==> src/rtl/fft256_share_sched.sv <==
// fft256_share_sched: round-robin time-sharing of a single FFT_256 core
// between a forward requester and an inverse requester, one frame at a time.
// INV frames use the conjugation trick: conj on input, conj + scale on output.
module fft256_share_sched #(
  parameter int unsigned N           = 256,
  parameter int unsigned SCALE_SHIFT = 8,
  parameter int unsigned TIMEOUT     = 1024
) (
  input  logic               clk,
  input  logic               rst_n,
  input  logic               req_fwd,
  input  logic               req_inv,
  output logic               gnt_fwd,
  output logic               gnt_inv,
  input  logic               s_valid,
  input  logic signed [15:0] s_real,
  input  logic signed [15:0] s_img,
  output logic               core_in_valid,
  output logic signed [15:0] core_x_real,
  output logic signed [15:0] core_x_img,
  input  logic               core_out_valid,
  input  logic signed [15:0] core_y_real,
  input  logic signed [15:0] core_y_img,
  output logic               y_valid,
  output logic signed [15:0] y_real,
  output logic signed [15:0] y_img,
  output logic               y_is_inv,
  output logic               y_last,
  output logic               busy,
  output logic               err_gap,
  output logic               err_timeout
);

  localparam int unsigned CW = $clog2(N);
  localparam int unsigned TW = $clog2(TIMEOUT + 1);

  typedef enum logic [2:0] {
    S_IDLE,
    S_LOAD,
    S_WAIT,
    S_DRAIN,
    S_FLUSH
  } state_t;

  state_t          state_q, state_d;
  logic [CW-1:0]   cnt_q, cnt_d;
  logic [TW-1:0]   tmo_q, tmo_d;
  logic            inv_q, inv_d;          // owner of the current frame
  logic            pref_inv_q, pref_inv_d; // round-robin pointer
  logic            err_gap_q, err_gap_d;
  logic            err_tmo_q, err_tmo_d;
  logic            y_valid_q, y_is_inv_q, y_last_q;
  logic signed [15:0] y_real_q, y_img_q;

  logic            take;      // capture a core result beat this cycle
  logic            take_last; // captured beat is sample N-1
  logic            pick_inv;
  logic            in_load;

  logic signed [15:0] x_img_conj;
  logic signed [15:0] y_real_d, y_img_d;
  logic signed [16:0] img_neg;

  // Next-state, counters, arbitration and error pulses
  always_comb begin
    state_d    = state_q;
    cnt_d      = cnt_q;
    tmo_d      = tmo_q;
    inv_d      = inv_q;
    pref_inv_d = pref_inv_q;
    err_gap_d  = 1'b0;
    err_tmo_d  = 1'b0;
    take       = 1'b0;
    take_last  = 1'b0;
    pick_inv   = req_inv && (!req_fwd || pref_inv_q);
    unique case (state_q)
      S_IDLE: begin
        cnt_d = '0;
        tmo_d = '0;
        if (req_fwd || req_inv) begin
          inv_d      = pick_inv;
          pref_inv_d = !pick_inv;
          state_d    = S_LOAD;
        end
      end
      S_LOAD: begin
        if (s_valid) begin
          if (cnt_q == CW'(N - 1)) begin
            cnt_d   = '0;
            tmo_d   = '0;
            state_d = S_WAIT;
          end else begin
            cnt_d = cnt_q + CW'(1);
          end
        end else if (cnt_q != '0) begin
          err_gap_d = 1'b1;
          cnt_d     = '0;
          tmo_d     = '0;
          state_d   = S_FLUSH;
        end
      end
      S_WAIT: begin
        if (core_out_valid) begin
          take    = 1'b1;
          cnt_d   = CW'(1);
          state_d = S_DRAIN;
        end else if (tmo_q == TW'(TIMEOUT - 1)) begin
          err_tmo_d = 1'b1;
          state_d   = S_IDLE;
        end else begin
          tmo_d = tmo_q + TW'(1);
        end
      end
      S_DRAIN: begin
        if (core_out_valid) begin
          take = 1'b1;
          if (cnt_q == CW'(N - 1)) begin
            take_last = 1'b1;
            cnt_d     = '0;
            state_d   = S_IDLE;
          end else begin
            cnt_d = cnt_q + CW'(1);
          end
        end
      end
      S_FLUSH: begin
        // A full frame of discarded beats ends the flush early without error
        if (core_out_valid && cnt_q == CW'(N - 1)) begin
          cnt_d   = '0;
          state_d = S_IDLE;
        end else if (tmo_q == TW'(TIMEOUT - 1)) begin
          err_tmo_d = 1'b1;
          cnt_d     = '0;
          state_d   = S_IDLE;
        end else begin
          tmo_d = tmo_q + TW'(1);
          if (core_out_valid) begin
            cnt_d = cnt_q + CW'(1);
          end
        end
      end
      default: state_d = S_IDLE;
    endcase
  end

  // Input path: owner's samples go to the core only while loading
  always_comb begin
    in_load       = (state_q == S_LOAD);
    x_img_conj    = (s_img == 16'sh8000) ? 16'sh7FFF : -s_img;
    core_in_valid = in_load && s_valid;
    core_x_real   = in_load ? s_real : '0;
    core_x_img    = '0;
    if (in_load) begin
      core_x_img = inv_q ? x_img_conj : s_img;
    end
  end

  // Output path: conjugate and scale for INV frames, pass FWD frames through
  always_comb begin
    img_neg  = -{core_y_img[15], core_y_img};
    y_real_d = core_y_real;
    y_img_d  = core_y_img;
    if (inv_q) begin
      y_real_d = core_y_real >>> SCALE_SHIFT;
      y_img_d  = 16'(img_neg >>> SCALE_SHIFT);
    end
  end

  // State, counters and registered result outputs
  always_ff @(posedge clk) begin
    if (!rst_n) begin
      state_q    <= S_IDLE;
      cnt_q      <= '0;
      tmo_q      <= '0;
      inv_q      <= 1'b0;
      pref_inv_q <= 1'b0;
      err_gap_q  <= 1'b0;
      err_tmo_q  <= 1'b0;
      y_valid_q  <= 1'b0;
      y_real_q   <= '0;
      y_img_q    <= '0;
      y_is_inv_q <= 1'b0;
      y_last_q   <= 1'b0;
    end else begin
      state_q    <= state_d;
      cnt_q      <= cnt_d;
      tmo_q      <= tmo_d;
      inv_q      <= inv_d;
      pref_inv_q <= pref_inv_d;
      err_gap_q  <= err_gap_d;
      err_tmo_q  <= err_tmo_d;
      y_valid_q  <= take;
      y_real_q   <= take ? y_real_d : '0;
      y_img_q    <= take ? y_img_d : '0;
      y_is_inv_q <= take && inv_q;
      y_last_q   <= take_last;
    end
  end

  assign gnt_fwd     = (state_q == S_LOAD) && !inv_q;
  assign gnt_inv     = (state_q == S_LOAD) && inv_q;
  assign busy        = (state_q != S_IDLE);
  assign err_gap     = err_gap_q;
  assign err_timeout = err_tmo_q;
  assign y_valid     = y_valid_q;
  assign y_real      = y_real_q;
  assign y_img       = y_img_q;
  assign y_is_inv    = y_is_inv_q;
  assign y_last      = y_last_q;

endmodule

==> config.mk <==
export PLATFORM = sky130hd
export DESIGN_NAME = fft256_share_sched
export DESIGN_NICKNAME = d
export VERILOG_FILES = /design/src/rtl/fft256_share_sched.sv
export SDC_FILE = /design/constraint.sdc
export NUM_CORES = 1
export LEC_CHECK = 0
export CAP_MARGIN = 25
export CORE_ASPECT_RATIO = 1.4
export CORE_MARGIN = 2
export CORE_UTILIZATION = 48
export CTS_BUF_LIST = sky130_fd_sc_hd__clkbuf_8
export DETAILED_ROUTE_END_ITERATION = 16
export PLACE_DENSITY = 0.92
export SLEW_MARGIN = 0
export SYNTH_ARGS = -nofsm -noshare
export SYNTH_HDL_FRONTEND = slang
export SYNTH_SLANG_ARGS = --single-unit
==> constraint.sdc <==
create_clock -name clk -period 10.84 [get_ports clk]
set_input_delay 2.71 -clock clk [delete_from_list [all_inputs] [get_ports clk]]
set_output_delay 2.71 -clock clk [all_outputs]
set_load 0.01 [all_outputs]
==> results.py <==
metrics = {
    "place": {
        "post-place-ws_ns": 2.43,
        "dp_hpwl_um": 8210,
        "numPortBuffers": 142,
        "gp_congestion": 0.869,
    },
    "hold_path": {
        "min_to": "tmo_q[10]$_SDFFE_PN0P_",
        "worst_hold_path_type": "flip-flop to flip-flop",
        "worstHoldStart": "tmo_q[10]$_SDFFE_PN0P_",
        "min_path_cells": 1,
    },
    "worst_setup_path": {
        "rr_worst_depth": 5,
        "path_max_fanout": 9,
        "cp-start-kind": "input pin",
        "crit_required_ns": 8.13,
        "cp_data_arrival_time_ns": 5.74,
        "reg2reg_to": "tmo_q[6]$_SDFFE_PN0P_",
        "rrSetupSlack_ns": 8.20,
        "cp-end-kind": "primary output",
        "r2r-start": "state_q[0]$_SDFFE_PN0P_",
        "critPathKind": "input pin to primary output",
    },
    "finish": {
        "drive_gt1_share_pct": 5.69,
        "final_nets": 649,
        "diodes": 0,
        "areaGrowthSynthToFinish_pct": 46.3,
    },
    "synthesis": {
        "async_reset_ff_share_pct": 0,
        "synth_area_um2": 3550,
        "synth.ff_latch_count": 61,
        "synth_common_cells": "61 x dfxtp_1, 42 x a21oi_1, 37 x nor2_1, 25 x nand2_1, 25 x nand3_1",
        "synth_nets": 516,
        "avgSynthCellArea_um2": 8.04,
        "ys_warn_count": 0,
        "synth_edf_count": 0,
        "yosysTopAreaCell": "dfxtp_1",
        "syn_inst": 442,
        "synth_most_common_cell": "dfxtp_1",
        "yosysSeqAreaShare_pct": 34.4,
        "synth_cell_types": 62,
        "synth.area.top_cells": "dfxtp_1 34%, a21oi_1 5.9%, nand2b_1 4.0%",
        "yosysTopAreaCellShare_pct": 34.4,
        "ys.flop_type": "dfxtp_1",
    },
    "sta": {
        "hold_viol": 0,
        "clock.fmax_ghz": 0.118,
        "finalSetupViolations": 0,
        "min_period_ns": 8.45,
        "finalCritPeriodShare_pct": 78.0,
        "max_slew_margin_pct": 34.9,
        "fin_skew_ns": 0.00389,
        "fin_ws_ns": 2.39,
        "worst_slew_pin_slew_ns": 0.973,
        "setup-tns-final_ns": 0,
        "drv_slew": 0,
        "rsz0062_at_grt": "no",
    },
    "global_routing": {
        "grt_use_total_pct": 27.0,
        "grt_first_pass_wirelength_um": 18000,
        "grt_pass1_vias": 3841,
        "overflow": 0,
        "antenna_found_initial": 0,
        "grt_start_max_net_pins": 66,
    },
    "clock_network": {
        "cts_resized": 0,
        "numCtsBuffers": 9,
        "root_buffer": "clkbuf_8",
        "post-cts-setup-buffer-count": 0,
        "clkSlewWorstSetupHoldPaths_ns": 0.06,
        "clkLatencyLatePin_ns": 0.34,
        "cts_tree": "yes",
        "cts_sinks": 61,
        "htree_num_levels": 3,
        "cts_buffer_depth": 2,
        "ctsHoldBuffers": 0,
    },
    "floorplanning": {
        "initial_core_util_pct": 48.9,
        "die_w_um": 76.7,
        "die_h_um": 106,
        "core_area_um2": 7270,
        "rows": 37,
        "die_area_um2": 8120,
        "io_pins": 143,
    },
    "routing": {
        "wl_um": 10900,
        "via_count": 3999,
        "drtPass1Iterations": 5,
        "final_antenna_net_count": 0,
        "vias_per_cell": 5.91,
        "drt-wirelength-per-cell_um": 16.1,
        "drt_iter0_drc": 196,
        "drc": 0,
    },
    "power": {
        "ir_drop_mv": 0.134,
        "power_density_nw_per_um2": 166,
        "leakagePower_nw": 1.90,
    },
    "run": {
        "cap_violations": 0,
    },
    "status": {
        "run_status": "complete, no violations",
    },
}
-- worst max-delay path by stage --
stage | startpoint | slack [ns] | endpoint | cells after the start
floorplan | s_img[0] | 3.52 | core_x_img[11] | 8
global placement | s_img[0] | 2.50 | core_x_img[4] | 9
detailed placement | s_img[0] | 2.43 | core_x_img[2] | 9
CTS | s_img[0] | 2.42 | core_x_img[2] | 9
global route | s_img[0] | 2.22 | core_x_img[2] | 9
finish | s_img[0] | 2.39 | core_x_img[9] | 9
-- cells in the final DEF (no fill, tap or decap), types with 4 or more instances in the layout --
master           netlist  layout
clkdlybuf4s50_1        0     142
dfxtp_1               61      60
a21oi_1               42      42
nor2_1                37      37
nand3_1               25      25
nand2_1               25      25
nand2b_1              23      23
o21ai_0               22      22
and2_1                20      20
inv_1                 13      15
mux2i_1               11      11
nor3_1                10      10
clkbuf_8               2      10
nand3b_1               7       7
a31oi_1                7       7
a311oi_1               6       6
o311ai_0               6       6
nand4_1                6       6
nor2b_1                6       6
and3_1                 6       6
o41ai_1                5       5
o31ai_1                5       5
or3_1                  5       5
or4_1                  5       5
or2_2                  4       4
nor4_1                 4       4
o211ai_1               4       4
o211a_1                4       4
xor2_1                 4       4
nor4b_1                4       4
a2bb2oi_1              4       4
ha_1                   4       4
-- area by class of cell --
class                   count  area (µm²)
fillers                   577        2070
flip-flops and latches     61        1220
clock inverters             6        55.1
multi-input cells         345        2170
repair buffers            145        1450
clock buffers              10         138
inverters                  13        48.8
well taps                  97         121
-- worst max-delay path: stages --
cell and delay, ns:
clkdlybuf4s50_1 0.49, inv_1 0.09, ha_1 0.19, or3b_4 0.42
or4_4 0.63, o21ai_2 0.29, nor2_1 0.07, a211oi_1 0.26
clkdlybuf4s50_1 0.59
-- flip-flops by register name, indices dropped and copies added, names as in the netlist, 3 cells and up --
signal,flops
y_img,16
y_real,16
tmo_q,11
cnt_q,8
state_q,3
-- per-stage QoR --
stage | instances | hold slack, ns | util, % | cell area [µm²] | total power [mW]
final | 677 | 0.462 | 71.6 | 5200 | 0.863
after global routing | 677 | 0.478 | 71.6 | 5200 | 0.916
after CTS | 677 | 0.463 | 71.6 | 5200 | 0.866
after detailed placement | 661 | 0.453 | 68.9 | 5010 | 0.669
after global placement | 660 | 0.447 | 68.8 | 5000 | 0.652
after floorplan | 442 | 0.438 | - | 3550 | 0.496
-- metal layers --
layer  up-vias  part of all wire [%]  GRT usage, %
met5         -                     0             0
met4         0                   3.0          12.5
met3        31                   6.6          7.11
met2       184                    52          48.6
met1      1864                    39          29.1
li1       1920                     -             -
-- report_power, final --
group | internal (mW) | switching, mW | leakage, nW
clock network | 0.110 | 0.0849 | 0.105
logic | 0.197 | 0.204 | 1.30
registers | 0.244 | 0.0236 | 0.494
total | 0.551 | 0.312 | 1.90
-- cells by family after synthesis --
kind of cell	Yosys count	synth area share (%)
adders and majority gates	4	1.41
DFF	61	34.4
muxes	11	3.10
AOI/OAI and AO/OA	125	23.4
and+or+nand+nor	201	32.0
xor gates and xnor gates	4	0.985
buffers and inverters	36	4.79
No activity file was read; power rests on OpenSTA's default activity.
